<file path="src/rtl/diff_freq_serial_in.sv">
// diff_freq_serial_in: captures a serial bitstream with its per-bit strobe.
// Each bit is classified as high- or low-speed from the strobe interval.
// The frame is then streamed to a UART TX as data bytes, speed bytes and a
// status byte ({overflow, bit count}).
// Optional feature macro: DIFF_FREQ_SERIAL_IN_TIMEOUT_EN closes a frame after
// TIMEOUT_CYCLES without a bit or done tick.
// Ports:
//   clk, rst_n        clock, async active-low reset
//   i_serial_in       serial data, sampled with i_bit_tick
//   i_bit_tick        first cycle of each bit
//   i_done_tick       end of transmitted frame
//   o_tx_data         byte for UART TX (held until the next byte)
//   o_tx_start        one-cycle start pulse for UART TX
//   i_tx_done_tick    UART TX finished the current byte
//   o_busy            high while streaming the frame
//   o_frame_done_tick one-cycle pulse after the last byte completes
module diff_freq_serial_in #(
    parameter int unsigned DATA_BIT        = 32,
    parameter int unsigned CNT_BIT         = 16,
    parameter int unsigned SPEED_THRESHOLD = 12,
    parameter int unsigned TIMEOUT_CYCLES  = 2000
) (
    input  logic       clk,
    input  logic       rst_n,
    input  logic       i_serial_in,
    input  logic       i_bit_tick,
    input  logic       i_done_tick,
    output logic [7:0] o_tx_data,
    output logic       o_tx_start,
    input  logic       i_tx_done_tick,
    output logic       o_busy,
    output logic       o_frame_done_tick
);

    localparam int unsigned NB       = DATA_BIT / 8;
    localparam int unsigned PACK_NUM = 2 * NB + 1;
    localparam int unsigned CNT_W    = $clog2(DATA_BIT + 1);
    localparam int unsigned IDX_W    = $clog2(DATA_BIT);
    localparam int unsigned BYTE_W   = $clog2(PACK_NUM);
    localparam int unsigned FRAME_W  = 2 * DATA_BIT + 8;

`ifdef DIFF_FREQ_SERIAL_IN_TIMEOUT_EN
    localparam logic TIMEOUT_EN = 1'b1;
`else
    localparam logic TIMEOUT_EN = 1'b0;
`endif

    typedef enum logic [1:0] {
        IDLE      = 2'd0,
        CAPTURE   = 2'd1,
        SEND      = 2'd2,
        WAIT_DONE = 2'd3
    } state_e;

    state_e              state_q, state_d;
    logic [DATA_BIT-1:0] data_q, data_d;
    logic [DATA_BIT-1:0] speed_q, speed_d;
    logic [CNT_W-1:0]    cnt_q, cnt_d;
    logic                ovf_q, ovf_d;
    logic [CNT_BIT-1:0]  ivl_q, ivl_d;
    logic [BYTE_W-1:0]   byte_idx_q, byte_idx_d;
    logic [7:0]          tx_data_q, tx_data_d;
    logic                tx_start_q, tx_start_d;
    logic                busy_q, busy_d;
    logic                frame_done_q, frame_done_d;

    logic                close_c;
    logic [FRAME_W-1:0]  frame_c;

    // A saturated interval is never high-speed, whatever the threshold.
    function automatic logic is_high(input logic [CNT_BIT-1:0] ivl);
        return (ivl != '1) && (32'(ivl) <= SPEED_THRESHOLD);
    endfunction

    // State and output registers.
    always_ff @(posedge clk or negedge rst_n) begin
        if (!rst_n) begin
            state_q      <= IDLE;
            data_q       <= '0;
            speed_q      <= '0;
            cnt_q        <= '0;
            ovf_q        <= 1'b0;
            ivl_q        <= '0;
            byte_idx_q   <= '0;
            tx_data_q    <= '0;
            tx_start_q   <= 1'b0;
            busy_q       <= 1'b0;
            frame_done_q <= 1'b0;
        end else begin
            state_q      <= state_d;
            data_q       <= data_d;
            speed_q      <= speed_d;
            cnt_q        <= cnt_d;
            ovf_q        <= ovf_d;
            ivl_q        <= ivl_d;
            byte_idx_q   <= byte_idx_d;
            tx_data_q    <= tx_data_d;
            tx_start_q   <= tx_start_d;
            busy_q       <= busy_d;
            frame_done_q <= frame_done_d;
        end
    end

    // Next-state, capture and send logic; outputs decode the next state.
    always_comb begin
        state_d      = state_q;
        data_d       = data_q;
        speed_d      = speed_q;
        cnt_d        = cnt_q;
        ovf_d        = ovf_q;
        ivl_d        = ivl_q;
        byte_idx_d   = byte_idx_q;
        frame_done_d = 1'b0;
        close_c      = 1'b0;

        case (state_q)
            IDLE: begin
                if (i_bit_tick) begin
                    data_d[0] = i_serial_in;
                    cnt_d     = CNT_W'(1);
                    ivl_d     = CNT_BIT'(1);
                    state_d   = CAPTURE;
                end
            end
            CAPTURE: begin
                ivl_d = (ivl_q == '1) ? ivl_q : ivl_q + CNT_BIT'(1);
                if (i_bit_tick) begin
                    // Once overflowed, the last stored bit was already classified.
                    if (!ovf_q) begin
                        speed_d[IDX_W'(cnt_q - CNT_W'(1))] = is_high(ivl_q);
                    end
                    if (cnt_q < CNT_W'(DATA_BIT)) begin
                        data_d[IDX_W'(cnt_q)] = i_serial_in;
                        cnt_d = cnt_q + CNT_W'(1);
                    end else begin
                        ovf_d = 1'b1;
                    end
                    ivl_d = CNT_BIT'(1);
                end
                if (i_done_tick) begin
                    // A same-cycle tick starts a bit whose interval is 1.
                    if (!ovf_d) begin
                        speed_d[IDX_W'(cnt_d - CNT_W'(1))] =
                            is_high(i_bit_tick ? CNT_BIT'(1) : ivl_q);
                    end
                    close_c = 1'b1;
                end else if (TIMEOUT_EN && !i_bit_tick &&
                             (32'(ivl_q) >= TIMEOUT_CYCLES)) begin
                    if (!ovf_q) begin
                        speed_d[IDX_W'(cnt_q - CNT_W'(1))] = 1'b0;
                    end
                    close_c = 1'b1;
                end
                if (close_c) begin
                    byte_idx_d = '0;
                    state_d    = SEND;
                end
            end
            SEND: begin
                state_d = WAIT_DONE;
            end
            WAIT_DONE: begin
                if (i_tx_done_tick) begin
                    if (byte_idx_q == BYTE_W'(PACK_NUM - 1)) begin
                        frame_done_d = 1'b1;
                        data_d       = '0;
                        speed_d      = '0;
                        cnt_d        = '0;
                        ovf_d        = 1'b0;
                        ivl_d        = '0;
                        byte_idx_d   = '0;
                        state_d      = IDLE;
                    end else begin
                        byte_idx_d = byte_idx_q + BYTE_W'(1);
                        state_d    = SEND;
                    end
                end
            end
            default: state_d = IDLE;
        endcase

        frame_c    = {ovf_d, 7'(cnt_d), speed_d, data_d};
        busy_d     = (state_d == SEND) || (state_d == WAIT_DONE);
        tx_start_d = (state_d == SEND);
        tx_data_d  = tx_start_d ? 8'(frame_c >> {byte_idx_d, 3'b000}) : tx_data_q;
    end

    assign o_tx_data         = tx_data_q;
    assign o_tx_start        = tx_start_q;
    assign o_busy            = busy_q;
    assign o_frame_done_tick = frame_done_q;

endmodule
</file>
<file path="config.mk">
export PLATFORM = sky130hd
export DESIGN_NAME = diff_freq_serial_in
export DESIGN_NICKNAME = d
export VERILOG_FILES = /design/src/rtl/diff_freq_serial_in.sv
export SDC_FILE = /design/constraint.sdc
export NUM_CORES = 1
export LEC_CHECK = 0
export BUFFER_PORTS_ARGS = -buffer_cell sky130_fd_sc_hd__buf_4
export CORE_ASPECT_RATIO = 0.5
export CORE_UTILIZATION = 60
export DETAILED_ROUTE_END_ITERATION = 10
export PLACE_DENSITY_LB_ADDON = 0.3
export SLEW_MARGIN = 20
export SYNTH_ARGS = -nofsm -noshare
export SYNTH_HDL_FRONTEND = slang
export SYNTH_SLANG_ARGS = --single-unit
</file>
<file path="constraint.sdc">
create_clock -name clk -period 3.8 [get_ports clk]
set_input_delay 1.14 -clock clk [delete_from_list [all_inputs] [get_ports clk]]
set_output_delay 1.14 -clock clk [all_outputs]
set_load 0.03 [all_outputs]
</file>
==> flow_metrics.env <==
export IMPL_worst_pin_slew_ns=1.013
export IMPL_grt_max_degree=47
export IMPL_status="finished clean"
export IMPL_numCtsBuffers=9
export IMPL_root_buffer="clkbuf_16"
export IMPL_crit_buf_inv=2
export IMPL_period_needed_ns=3.424
export IMPL_critPathLaunch="i_tx_done_tick"
export IMPL_cts_resized=0
export IMPL_tns_ns=0
export IMPL_cts_clk_slew_worst_paths_ns=0.07
export IMPL_cts_tree="yes"
export IMPL_p_sw_mw=2.397
export IMPL_p_total_mw=4.887
export IMPL_hold_start="o_tx_data[3]"
export IMPL_hold_viol=0
export IMPL_min_period_over_period=0.9010
export IMPL_max_cap_violations=0
export IMPL_place_inst=1033
export IMPL_clock_fmax_ghz=0.2921
export IMPL_cts_max_path_buffers=2
export IMPL_drv_slew=0
export IMPL_async_flop_share=1.000
export IMPL_place_congestion=1.070
export IMPL_switching_share=0.4904
export IMPL_htree_levels=3
export IMPL_critPathArrivalTime_ns=3.68
export IMPL_whs_endpoint="o_tx_data[3]"
export IMPL_hp_class="flop to flop"
export IMPL_synth_seq_cells=104
export IMPL_vias=7569
export IMPL_grt_util_met1=0.5797
export IMPL_peakVddDrop_v=0.0003940
export IMPL_combPwrFrac=0.514
export IMPL_regToRegStartpoint="state_q[0]"
export IMPL_ant_nets=0
export IMPL_cp_start_kind="input port"
export IMPL_p_int_mw=2.490
export IMPL_end_kind="flop"
export IMPL_port_buffers=16
export IMPL_ys_flop_type="dfrtp_1"
export IMPL_drt_iter0_markers=1255
export IMPL_synthesis_area_um2=7157
export IMPL_r2r_cells=9
export IMPL_synth_edf_count=0
export IMPL_holdPathStages=2
export IMPL_netlist_instances=868
export IMPL_start_util=0.6343
export IMPL_via_per_inst=7.209
export IMPL_final_cells=1050
export IMPL_p_leak_nw=3.359
export IMPL_fin_nets=900
export IMPL_drt_wl_total_um=25610
export IMPL_clock_sinks=104
export IMPL_use_met2=0.6438
export IMPL_coreArea_um2=11280
export IMPL_syn_num_nets=883
export IMPL_grt_pass1_vias=7089
export IMPL_ios=17
export IMPL_pwr_density_cell_nw_per_um2=618.2
export IMPL_grt_setup_unrepaired="no"
export IMPL_drt_first_pass_iters=7
export IMPL_cpPeakStageDelay_ns=0.47
export IMPL_drive_above_1_share=0.1124
export IMPL_ys_seq_area_frac=0.3636
export IMPL_met3_usage=0.1665
export IMPL_slew_headroom=0.3245
export IMPL_pwr_share_seq=0.293
export IMPL_skew_ns=0.01088
export IMPL_crit_fanout=11
export IMPL_hold_buffers=0
export IMPL_die_y_um=79.23
export IMPL_slowest_stage="o21a_1"
export IMPL_cp_cell_sequence="buf_4, nand4b_1, nand2_1, o21a_1, inv_1, nor2_1, nand3_1, nor4b_1, a21oi_1, o31ai_1"
export IMPL_clkPwrFrac=0.193
export IMPL_antenna_found_initial=2
export IMPL_drc=0
export IMPL_insertion_delay_ns=0.36
export IMPL_postCtsSetupBuffers=0
export IMPL_r2r_end="o_tx_data[5]"
export IMPL_wire_per_inst_um=24.39
export IMPL_path_delay_family="simple AND/OR/NAND/NOR gates"
export IMPL_crit_type="input port to flop"
export IMPL_die_x_um=156.5
export IMPL_std_cell_rows=27
export IMPL_overflow=0
export IMPL_grt_usage=0.4342
export IMPL_avgSynthCellArea_um2=8.245
export IMPL_finalSetupViolCount=0
export IMPL_grt_pass1_wl_um=39790
export IMPL_busiest_layer="met2"
export IMPL_required_ns=4.06
export IMPL_yosys_warnings=0
export IMPL_die_area_um2=12400
export IMPL_whs_ns=0.5072
export IMPL_dp_hpwl_um=18610
export IMPL_area_growth_pct=10.47
export IMPL_synth_cell_type_count=85
export IMPL_r2r_setup_slack_ns=0.39
power groups by stage:
stage	logic [mW]	clock network, mW	registers (mW)
after CTS	2.36	0.941	1.42
after global routing	2.61	0.979	1.45
after floorplan	1.40	0	1.43
after detailed placement	2.34	0	1.44
final	2.51	0.943	1.43
after global placement	2.31	0	1.43
worst max-delay path by stage:
stage | to | slack [ns] | cells past startpoint
6_report | o_tx_data[5] | 0.38 | 10
5_1_grt | o_tx_data[6] | 0.22 | 9
4_1_cts | o_tx_data[6] | 0.53 | 9
3_5_place_dp | o_tx_data[6] | 0.14 | 9
3_3_place_gp | o_tx_data[6] | 0.21 | 9
2_1_floorplan | o_tx_data[2] | 0.73 | 8
sequential cells by signal, indices dropped and copies added (netlist names):
| signal | count |
|---|---|
| state_q | 2 |
| o_tx_start | 1 |
| o_busy | 1 |
| o_tx_data | 8 |
| speed_q | 32 |
| cnt_q | 6 |
| o_frame_done_tick | 1 |
| ivl_q | 16 |
| data_q | 32 |
| byte_idx_q | 4 |
| ovf_q | 1 |
cell usage in the layout (no fill, tap or decap), types with 13 or more instances in the layout:
cell        n
and3_1     15
dfrtp_1   104
nand2_1    99
mux2i_1    23
nor2_1     59
nand3_1    69
o21ai_1    31
buf_4      65
nor3_1     15
a211oi_1   14
inv_1      18
o21ai_0    80
nand4_1    13
a21oi_1    31
logic make-up (layout without fill, tap and decap cells):
logic type	after synthesis	in the layout	synth area share
AND/OR/NAND/NOR	359	359	0.2617
AO/OA/AOI/OAI	278	278	0.2570
flip-flops	104	104	0.3636
buffers and inverters	81	103	0.04703
multiplexers	30	30	0.04633
adder cells (fa/ha/maj)	9	9	0.01573
XOR/XNOR	7	7	0.008567
other	0	1	0
cell type report:
class / instances / area (µm²)
Inverter: 21 / 78.83
Multi-Input combinational cell: 683 / 4224
Antenna cell: 1 / 2.502
Fill cell: 932 / 3377
Clock inverter: 6 / 62.56
Clock buffer: 10 / 229.0
Tap cell: 159 / 198.9
Timing Repair Buffer: 66 / 508.0
Sequential cell: 104 / 2603
metrics by stage:
step	instance area, µm²	setup slack, ns	utilization
3_5_place_dp	7612	0.1443	0.6747
6_report	7906	0.3763	0.7007
5_1_grt	7906	0.2201	0.7007
4_1_cts	7904	0.5328	0.7005
3_3_place_gp	7612	0.2063	0.6747
2_1_floorplan	7157	0.7265	-
cells in the mapped netlist (all sizes together), types with 8 or more instances:
library cell	count	area share
dfrtp	104	0.36
nand3	69	0.048
ha	9	0.016
a31oi	8	0.0070
nor2b	13	0.011
inv	20	0.010
nand2	99	0.052
a32oi	9	0.011
and2	8	0.0070
nand3b	11	0.012
o21ai	112	0.078
and3	15	0.013
nor3	15	0.010
nor2	59	0.031
o211ai	8	0.0084
nand4	13	0.011
o31ai	10	0.010
mux2i	23	0.032
a211oi	15	0.016
buf	25	0.018
a21oi	34	0.025
o21a	10	0.010
clkbuf	35	0.018
metal layers:
layer | wire length [µm] | up-vias
met5 | 13 | -
met4 | 698 | 2
met3 | 4067 | 73
met2 | 10710 | 577
met1 | 10130 | 3624
li1 | - | 3293
worst reg2reg max path: cells and delay by family (launching register included):
family | cells | cell delay [ns]
AND/OR/NAND/NOR | 4 | 1.09
AO/OA/AOI/OAI | 4 | 0.97
flip-flops | 1 | 0.88
buffers and inverters | 1 | 0.39
Note: power is estimated with default switching activity, not from simulation.
